$ cat src/rtl/bus_pkg.sv
// Shared types and constants for the two-master serial bus: FSM states, owner
// encoding, address width and slave-select codes carried in addr[13:12].
package bus_pkg;

    localparam int ADDR_W = 14;

    typedef enum logic [2:0] {
        IDLE,
        WAIT_START,
        SHIFT,
        WAIT_SLV,
        HOLD
    } state_t;

    typedef enum logic {
        OWN_M1,
        OWN_M2
    } owner_t;

    localparam logic [1:0] SLV_SEL_0 = 2'b00;
    localparam logic [1:0] SLV_SEL_1 = 2'b01;
    localparam logic [1:0] SLV_SEL_2 = 2'b10;

    function automatic logic [1:0] slv_sel(input logic [ADDR_W-1:0] a);
        return a[ADDR_W-1:ADDR_W-2];
    endfunction

    function automatic int max3(input int a, input int b, input int c);
        int m;
        m = (a > b) ? a : b;
        return (m > c) ? m : c;
    endfunction

endpackage

$ cat src/rtl/bus_arbiter_addr_if.sv
// Master-side request/serial lines and arbiter-side grant/address signals.
// master drives requests, tx and slave responses; slave is the arbiter.
interface bus_arbiter_addr_if;

    logic                         m1_breq;
    logic                         m2_breq;
    logic                         m1_tx;
    logic                         m2_tx;
    logic                         m1_grant;
    logic                         m2_grant;
    logic                         m1;
    logic                         m2;
    logic [bus_pkg::ADDR_W-1:0]   addr;
    logic                         addr_rdy;
    logic                         slv_ready;
    logic                         split;
    logic                         err;

    modport master (
        output m1_breq, m2_breq, m1_tx, m2_tx, slv_ready, split,
        input  m1_grant, m2_grant, m1, m2, addr, addr_rdy, err
    );

    modport slave (
        input  m1_breq, m2_breq, m1_tx, m2_tx, slv_ready, split,
        output m1_grant, m2_grant, m1, m2, addr, addr_rdy, err
    );

endinterface

$ cat src/rtl/serial_addr_rx.sv
// MSB-first shift register with bit counter: load clears, en shifts one bit,
// done stays high from the cycle after the W-th bit until the next load.
module serial_addr_rx #(
    parameter int W = 14
) (
    input  logic         clk,
    input  logic         rstn,
    input  logic         load_i,
    input  logic         en_i,
    input  logic         din_i,
    output logic [W-1:0] data_o,
    output logic         done_o
);

    localparam int CW = $clog2(W + 1);

    logic [W-1:0]  sh_q;
    logic [CW-1:0] cnt_q;

    always_ff @(posedge clk or negedge rstn) begin
        if (!rstn) begin
            sh_q  <= '0;
            cnt_q <= '0;
        end else if (load_i) begin
            sh_q  <= '0;
            cnt_q <= '0;
        end else if (en_i && !done_o) begin
            sh_q  <= {sh_q[W-2:0], din_i};
            cnt_q <= cnt_q + 1'b1;
        end
    end

    assign done_o = (cnt_q == CW'(W));
    assign data_o = sh_q;

endmodule

$ cat src/rtl/bus_arbiter_addr.sv
// Front stage of the two-master bus: arbitrates M1/M2, deserialises the owner's
// address frame, holds the bus through the data phase, releases on split/abort/timeout.
module bus_arbiter_addr #(
    parameter int ADDR_W   = bus_pkg::ADDR_W,
    parameter bit RR_EN    = 1'b1,
    parameter int START_TO = 8,
    parameter int SLV_TO   = 16,
    parameter int HOLD_CYC = 11
) (
    input logic               clk,
    input logic               rstn,
    bus_arbiter_addr_if.slave bus
);

    import bus_pkg::*;

    localparam int CNT_W = $clog2(max3(START_TO, SLV_TO, HOLD_CYC) + 1);

    state_t            state_q;
    owner_t            owner_q;
    owner_t            owner_d;
    owner_t            last_owner_q;
    logic [CNT_W-1:0]  cnt_q;
    logic [CNT_W-1:0]  cnt_inc;
    logic              m1_grant_q;
    logic              m2_grant_q;
    logic              addr_rdy_q;
    logic              err_q;
    logic [ADDR_W-1:0] addr_q;

    logic              owner_tx;
    logic              owner_req;
    logic              rx_load;
    logic              rx_done;
    logic [ADDR_W-1:0] rx_data;

    // Only the owner's lines are ever looked at; the other master's tx is ignored.
    assign owner_tx  = (owner_q == OWN_M1) ? bus.m1_tx   : bus.m2_tx;
    assign owner_req = (owner_q == OWN_M1) ? bus.m1_breq : bus.m2_breq;
    assign cnt_inc   = (cnt_q == {CNT_W{1'b1}}) ? cnt_q : cnt_q + 1'b1;
    assign rx_load   = (state_q == WAIT_START) && owner_req && !owner_tx;

    always_comb begin
        owner_d = OWN_M1;
        if (bus.m1_breq && bus.m2_breq) begin
            owner_d = (RR_EN && last_owner_q == OWN_M1) ? OWN_M2 : OWN_M1;
        end else if (bus.m2_breq) begin
            owner_d = OWN_M2;
        end
    end

    serial_addr_rx #(.W(ADDR_W)) u_rx (
        .clk    (clk),
        .rstn   (rstn),
        .load_i (rx_load),
        .en_i   (state_q == SHIFT),
        .din_i  (owner_tx),
        .data_o (rx_data),
        .done_o (rx_done)
    );

    // Grants are only raised from IDLE and every drop returns to IDLE, so there is
    // always at least one cycle with both grants low between owners.
    always_ff @(posedge clk or negedge rstn) begin
        if (!rstn) begin
            state_q      <= IDLE;
            owner_q      <= OWN_M1;
            last_owner_q <= OWN_M2;
            cnt_q        <= '0;
            m1_grant_q   <= 1'b0;
            m2_grant_q   <= 1'b0;
            addr_rdy_q   <= 1'b0;
            err_q        <= 1'b0;
            addr_q       <= '0;
        end else begin
            addr_rdy_q <= 1'b0;
            err_q      <= 1'b0;
            case (state_q)
                IDLE: begin
                    if (bus.m1_breq || bus.m2_breq) begin
                        owner_q    <= owner_d;
                        m1_grant_q <= (owner_d == OWN_M1);
                        m2_grant_q <= (owner_d == OWN_M2);
                        cnt_q      <= '0;
                        state_q    <= WAIT_START;
                    end
                end
                WAIT_START: begin
                    if (!owner_req) begin
                        m1_grant_q <= 1'b0;
                        m2_grant_q <= 1'b0;
                        state_q    <= IDLE;
                    end else if (!owner_tx) begin
                        state_q <= SHIFT;
                    end else if (cnt_q == CNT_W'(START_TO - 1)) begin
                        err_q      <= 1'b1;
                        m1_grant_q <= 1'b0;
                        m2_grant_q <= 1'b0;
                        state_q    <= IDLE;
                    end else begin
                        cnt_q <= cnt_inc;
                    end
                end
                SHIFT: begin
                    if (!owner_req) begin
                        m1_grant_q <= 1'b0;
                        m2_grant_q <= 1'b0;
                        state_q    <= IDLE;
                    end else if (rx_done) begin
                        addr_q     <= rx_data;
                        addr_rdy_q <= 1'b1;
                        cnt_q      <= '0;
                        state_q    <= WAIT_SLV;
                    end
                end
                WAIT_SLV: begin
                    if (bus.split) begin
                        m1_grant_q   <= 1'b0;
                        m2_grant_q   <= 1'b0;
                        last_owner_q <= owner_q;
                        state_q      <= IDLE;
                    end else if (bus.slv_ready) begin
                        cnt_q   <= '0;
                        state_q <= HOLD;
                    end else if (cnt_q == CNT_W'(SLV_TO - 1)) begin
                        err_q      <= 1'b1;
                        m1_grant_q <= 1'b0;
                        m2_grant_q <= 1'b0;
                        state_q    <= IDLE;
                    end else begin
                        cnt_q <= cnt_inc;
                    end
                end
                HOLD: begin
                    if (cnt_q == CNT_W'(HOLD_CYC - 1)) begin
                        m1_grant_q   <= 1'b0;
                        m2_grant_q   <= 1'b0;
                        last_owner_q <= owner_q;
                        state_q      <= IDLE;
                    end else begin
                        cnt_q <= cnt_inc;
                    end
                end
                default: begin
                    m1_grant_q <= 1'b0;
                    m2_grant_q <= 1'b0;
                    state_q    <= IDLE;
                end
            endcase
        end
    end

    assign bus.m1_grant = m1_grant_q;
    assign bus.m2_grant = m2_grant_q;
    assign bus.m1       = m1_grant_q;
    assign bus.m2       = m2_grant_q;
    assign bus.addr     = addr_q;
    assign bus.addr_rdy = addr_rdy_q;
    assign bus.err      = err_q;

endmodule

$ cat src/flat_wrapper.sv
// flat-port wrapper written by rule: the top's interface ports become plain ports
module bus_arbiter_addr_flat import bus_pkg::*;
#(
    parameter int ADDR_W   = bus_pkg::ADDR_W,
    parameter bit RR_EN    = 1'b1,
    parameter int START_TO = 8,
    parameter int SLV_TO   = 16,
    parameter int HOLD_CYC = 11
)
  (clk, rstn, bus_m1_breq, bus_m2_breq, bus_m1_tx, bus_m2_tx, bus_slv_ready, bus_split, bus_m1_grant, bus_m2_grant, bus_m1, bus_m2, bus_addr, bus_addr_rdy, bus_err);
  bus_arbiter_addr_if bus_i ();
  input logic clk;
  input logic rstn;
  input wire logic [$bits(bus_i.m1_breq)-1:0] bus_m1_breq;
  input wire logic [$bits(bus_i.m2_breq)-1:0] bus_m2_breq;
  input wire logic [$bits(bus_i.m1_tx)-1:0] bus_m1_tx;
  input wire logic [$bits(bus_i.m2_tx)-1:0] bus_m2_tx;
  input wire logic [$bits(bus_i.slv_ready)-1:0] bus_slv_ready;
  input wire logic [$bits(bus_i.split)-1:0] bus_split;
  output wire logic [$bits(bus_i.m1_grant)-1:0] bus_m1_grant;
  output wire logic [$bits(bus_i.m2_grant)-1:0] bus_m2_grant;
  output wire logic [$bits(bus_i.m1)-1:0] bus_m1;
  output wire logic [$bits(bus_i.m2)-1:0] bus_m2;
  output wire logic [$bits(bus_i.addr)-1:0] bus_addr;
  output wire logic [$bits(bus_i.addr_rdy)-1:0] bus_addr_rdy;
  output wire logic [$bits(bus_i.err)-1:0] bus_err;
  assign bus_i.m1_breq = bus_m1_breq;
  assign bus_i.m2_breq = bus_m2_breq;
  assign bus_i.m1_tx = bus_m1_tx;
  assign bus_i.m2_tx = bus_m2_tx;
  assign bus_i.slv_ready = bus_slv_ready;
  assign bus_i.split = bus_split;
  assign bus_m1_grant = bus_i.m1_grant;
  assign bus_m2_grant = bus_i.m2_grant;
  assign bus_m1 = bus_i.m1;
  assign bus_m2 = bus_i.m2;
  assign bus_addr = bus_i.addr;
  assign bus_addr_rdy = bus_i.addr_rdy;
  assign bus_err = bus_i.err;
  bus_arbiter_addr #(.ADDR_W(ADDR_W), .RR_EN(RR_EN), .START_TO(START_TO), .SLV_TO(SLV_TO), .HOLD_CYC(HOLD_CYC)) u_core (.clk(clk), .rstn(rstn), .bus(bus_i));
endmodule
$ cat config.mk
export PLATFORM = sky130hd
export DESIGN_NAME = bus_arbiter_addr_flat
export DESIGN_NICKNAME = d
export VERILOG_FILES = /design/src/rtl/bus_pkg.sv /design/src/rtl/bus_arbiter_addr_if.sv /design/src/rtl/serial_addr_rx.sv /design/src/rtl/bus_arbiter_addr.sv /design/src/flat_wrapper.sv
export SDC_FILE = /design/constraint.sdc
export NUM_CORES = 1
export LEC_CHECK = 0
export CAP_MARGIN = 5
export CELL_PAD_IN_SITES_DETAIL_PLACEMENT = 2
export CELL_PAD_IN_SITES_GLOBAL_PLACEMENT = 2
export CORE_ASPECT_RATIO = 1.5
export CORE_MARGIN = 5
export CORE_UTILIZATION = 38
export DETAILED_ROUTE_END_ITERATION = 16
export HOLD_SLACK_MARGIN = 0.12
export PLACE_DENSITY_LB_ADDON = 0.1
export SLEW_MARGIN = 15
export SYNTH_ARGS = -nofsm -noshare
export SYNTH_HDL_FRONTEND = slang
export SYNTH_SLANG_ARGS = --single-unit
$ cat constraint.sdc
create_clock -name clk -period 5.1 [get_ports clk]
set_input_delay 1.02 -clock clk [delete_from_list [all_inputs] [get_ports clk]]
set_output_delay 1.02 -clock clk [all_outputs]
set_load 0.1 [all_outputs]
; Word level (Yosys, flattened, before mapping)
; Index checks and enable logic that the tools add are counted.
[classes]
addsub = 2
multipliers = 0
div = 0
n_lt_le_gt_ge = 0
n_eq_ne = 28
n_shift = 0
muxes = 57
bitwise_logic = 1
reduce_logical = 17
[op_table]
columns = operator, n
row1 = 5-bit two-way mux, 11
row2 = 3-bit two-way mux, 10
row3 = 14-bit two-way mux, 2
row4 = 1-bit two-way mux, 26
row5 = 5-bit case mux with 5 select lines, 1
row6 = 3-bit case mux with 5 select lines, 1
row7 = 2-bit by 1-bit inequality test with 1-bit output (second input constant), 6
row8 = 3-bit inequality test (second input constant), 4
row9 = 5-bit by 4-bit == test with 1-bit output (second input constant), 2
row10 = 2-bit inequality test (second input constant), 5
row11 = 1-bit case mux with 5 select lines, 2
row12 = 10-bit AND reduction, 1
row13 = 4-bit two-way mux, 2
row14 = 7-bit AND reduction, 1
row15 = 3-bit by 2-bit == test with 1-bit output (second input constant), 2
row16 = 3-bit by 2-bit inequality test with 1-bit output (second input constant), 2
row17 = 3-bit AND reduction, 2
row18 = 5-bit by 1-bit adder with 5-bit output (second input constant), 1
row19 = 5-bit by 3-bit == test with 1-bit output (second input constant), 1
row20 = 5-bit == test (second input constant), 1
row21 = 5-bit AND reduction, 1
row22 = 5-bit nonzero test, 1
row23 = 4-bit by 1-bit adder with 4-bit output (second input constant), 1
row24 = 4-bit == test (second input constant), 1
row25 = other kinds (12), 18
[totals]
ff_bits = 46
latch_bits = 0
mem_bits_rw = 0
rom_bits = 0
inputBits = 8
output_inout_bits = 20
elab_cells = 116
memories = 0

; Longest topological paths before layout
[logic_depth]
depth_word = 6
mapped_depth = 8
depth_no_buf = 7

; Hierarchy
; From an unflattened synthesis, not the netlist that was laid out.
[unflattened]
cells_unflattened = 212
hier_area_um2 = 2417.3
[by_module_without_submodules]
columns = module, n_inst, cells_per_inst, area_per_inst_um2, seq_area_each_um2
row1 = bus_arbiter_addr, 1, 141, 1574.0, 701.9
row2 = serial_addr_rx, 1, 71, 843.3, 450.4

; Worst setup path before layout
; No wires, ideal clock.
[synth_timing]
kind = reg-to-output
from = register u_core.m1_grant_q (netlist: u_core.bus.m1)
to = output port bus_m1_grant
t_arrival_ns = 1.340
required_time_ns = 4.080
setup_slack_ns = 2.740
path_stages_with_launch = 2
n_path_buf = 1
path_cell_list = dfrtp_1 > buf_4
[synth_rtl]
columns = item, line
row1 = from (decl), bus_arbiter_addr.sv:25  ; logic m1_grant_q;
row2 = from (signal assigned), bus_arbiter_addr.sv:82  ; m1_grant_q <= (owner_d == OWN_M1);
row3 = to (decl), flat_wrapper.sv:20  ; output wire logic [$bits(bus_i.m1_grant)-1:0] bus_m1_grant;
; No word-level cell between the ends.

; Worst setup path in the final report
[layout_timing]
from = input port bus_m2_breq
to = register u_core.addr_q[12] (netlist: u_core.bus.addr[12])
[layout_between]
elab_chain_len = 2
[layout_rtl]
columns = item, line
row1 = from (decl), flat_wrapper.sv:15  ; input wire logic [$bits(bus_i.m2_breq)-1:0] bus_m2_breq;
row2 = 1-bit two-way mux, bus_arbiter_addr.sv:39  ; assign owner_req = (owner_q == OWN_M1) ? bus.m1_breq : bus.m2_breq;
row3 = 3-bit AND reduction (no source line), --
row4 = to (signal assigned), bus_arbiter_addr.sv:110  ; addr_q <= rx_data;
row5 = to (decl), bus_arbiter_addr.sv:29  ; logic [ADDR_W-1:0] addr_q;
; Every way passes these cells.
; A chain may end at the register's enable or synchronous reset.

==> flow_summary.toml <==
[outcome]
status = "completed"

[floorplanning]
fp.coreArea_mm2 = 0.00583
ioPinCount = 28
dieHeight_um = 105
die_w_um = 73.4
rows = 34
die_area_mm2 = 0.00771
initial_core_util_pct = 39.3

[timing]
fmax_mhz = 348
finalSetupTns_ns = 0
rsz0062_at_grt = "no"
worstMarginPinSlew_ns = 0.987
period_share_pct = 56.4
finalWorstSetupSlack_ns = 2.22
min_period_ns = 2.88
finalSetupViolCount = 0
fin_worst_skew_ns = 0.00731
hold_violations = 0
relSlewSlack_pct = 34.0
timing.hold.ws_ns = 0.514
maxSlewViolCount = 0

[logic_synthesis]
yosysUniqueCellTypes = 50
syn_inst = 218
synth-main-ff-cell = "dfrtp_1"
syn_area_mm2 = 0.00229
seq_area_frac_synth_pct = 50.3
synthTopCellsByArea = "dfrtp_1 (49%), mux2_2 (7.4%), nand2_1 (5.9%)"
yosys.area.top_type = "dfrtp_1"
yosysWarnings = 0
async_reset_ff_share_pct = 100
synth_top_area_share_pct = 49.2
ys_ff_latch = 46
synth_edf_count = 0
synth_fp_nets = 230
avgSynthCellArea_um2 = 10.5

[clock_network]
clock_latency_ns = 0.31
cts.sinks = 46
cts_tree = "done"
clk_pin_slew_ns = 0.09
cts.htree.levels = 2
cts_hold_buf = 0
cts-root-buf = "clkbuf_8"
post-cts-setup-buffers = 0
cts_buffers = 5
ctsResizeCount = 0
clk_path_buf_depth = 2

[routing]
vias_per_cell = 5.72
wirelength_mm = 6.07
initialDrtViolationCount = 58
detail-route-antenna-nets = 0
vias = 1784
drt_first_pass_iters = 3
remaining_drc_errors = 0
routedWlPerCell_um = 19.5

[global_route]
grt_first_pass_wirelength_mm = 10.2
antenna_found_initial = 0
grt_max_degree = 47
track_usage_pct = 17.0
overflow = 0
grt_pass1_vias = 2046

[placed_design]
place_ws_ns = 1.56
portBuffers = 27
routabilityCongestion = 0.798
place_hpwl_mm = 4.49
numPlacedInstances = 304

[worst_setup_path]
cp.arrival_ns = 3.07
crit_required_ns = 5.30
critPathKind = "in -> reg"
crit_path_start_kind = "primary input"
end_kind = "flip-flop"
cp_max_fo = 15

[finish]
regArea_mm2 = 0.00115
synthToLayoutAreaGrowth_pct = 16.1
antennaDiodeCount = 0
nets = 251
fill_cells = 618
instances_no_fill = 312
final_core_util_pct = 45.6
drive_gt1_share_pct = 12.5
multi_input_area_mm2 = 0.00104

[pwr]
power_density_mw_per_mm2 = 541
leakage_uw = 0.00116
max-vdd-ir-drop_uv = 300

[worst_hold_path]
min_path_type = "reg -> reg"

[flow_run]
maxCapViolCount = 0
[Yosys cell counts, types with 2 or more instances]
master / n
dfrtp_1: 45
nand2_1: 36
a21oi_1: 22
mux2_2: 15
nor2_1: 13
nand3_1: 8
buf_2: 6
inv_1: 6
ha_1: 4
buf_6: 3
mux2i_1: 3
nand2b_1: 3
nand4_1: 3
or3_1: 3
a211o_1: 2
a21o_1: 2
a22o_1: 2
a41oi_1: 2
buf_4: 2
clkbuf_1: 2
nand4b_1: 2
nor3_1: 2
o211ai_1: 2
o22ai_1: 2
xnor2_1: 2
xor2_1: 2
[metal layers]
metal  track usage [%]  part of all wire [%]  wire length (µm)  vias to the layer above
met2              31.0                    57              3460                       29
met4              6.35                   2.6               160                        0
met5                 0                     0                 0                        -
met1              18.6                    38              2290                      925
li1                  -                     -                 -                      816
met3              3.36                   2.7               163                       14
[final cells by class]
class                   instances  share of cell area (%)
clock buffers                   5                    2.59
clock inverters                 3                   0.800
inverters                       6                   0.847
multi-input cells             153                    39.0
flip-flops and latches         46                    43.3
well taps                      72                    3.39
repair buffers                 27                    10.1
[registers in the layout (all words and copies together) (netlist names)]
signal               flops
u_core.bus.addr         14
u_core.u_rx.data_o      14
u_core.cnt_q             5
u_core.u_rx.cnt_q        4
u_core.state_q           3
u_core.bus.addr_rdy      1
u_core.bus.err           1
u_core.bus.m1            1
u_core.bus.m2            1
u_core.last_owner_q      1
u_core.owner_q           1
[critical path, cell delays in order]
cell	delay, ns
clkdlybuf4s50_1	0.55
mux2i_1	0.31
nor3b_4	0.77
mux2_2	0.42
[per-stage QoR]
stage	total power (µW)	area [µm²]
floorplan	1060	2290
global placement	1170	2560
detailed placement	1220	2560
CTS	1450	2650
global route	1530	2660
finish	1440	2660
[final timing paths]
check	from	endpoint	slack, ns	depth (start not counted)
min	u_core.bus.addr[5]$_DFFE_PN0P_	u_core.bus.addr[5]$_DFFE_PN0P_	0.51	1
min reg2reg	u_core.bus.addr[5]$_DFFE_PN0P_	u_core.bus.addr[5]$_DFFE_PN0P_	0.51	1
max	bus_m2_breq	u_core.bus.addr[12]$_DFFE_PN0P_	2.22	4
max reg2reg	u_core.state_q[1]$_DFFE_PN0P_	u_core.state_q[0]$_DFFE_PN0P_	2.75	5
min in group asynchronous	rstn	u_core.bus.addr[11]$_DFFE_PN0P_	0.71	1
max in group asynchronous	rstn	u_core.u_rx.data_o[4]$_DFFE_PN0P_	3.97	1
[power breakdown]
| group | switching, µW | internal (µW) | leakage (µW) | total, µW |
|---|---|---|---|---|
| Sequential | 117 | 463 | 0.000620 | 581 |
| Clock | 135 | 96.5 | 0.0000441 | 231 |
| Combinational | 412 | 215 | 0.000499 | 627 |
| Total | 664 | 775 | 0.00116 | 1440 |
[cell families after synthesis]
family	count (synthesis)	synth area share (%)
buffers and inverters	19	4.75
XOR/XNOR	4	1.53
AND/OR/NAND/NOR	81	18.2
flip-flops	46	50.3
adder cells (fa/ha/maj)	4	2.18
multiplexers	18	8.68
AO/OA/AOI/OAI	46	14.3
[cells in the final DEF (no fill, tap or decap), types with 2 or more instances in the layout]
cell type and n:
dfrtp_1 45, nand2_1 36, clkdlybuf4s50_1 26, a21oi_1 22, mux2_2 15, nor2_1 13, nand3_1 8, inv_1 6
clkbuf_8 5, ha_1 4, nand2b_1 3, mux2i_1 3, or3_1 3, nand4_1 3, nand4b_1 2, a21o_1 2
nor3b_4 2, nor3_1 2, xor2_1 2, xnor2_1 2, a41oi_1 2, a211o_1 2, o22ai_1 2, a22o_1 2
o211ai_1 2
Power figures use the tool's default switching activity.
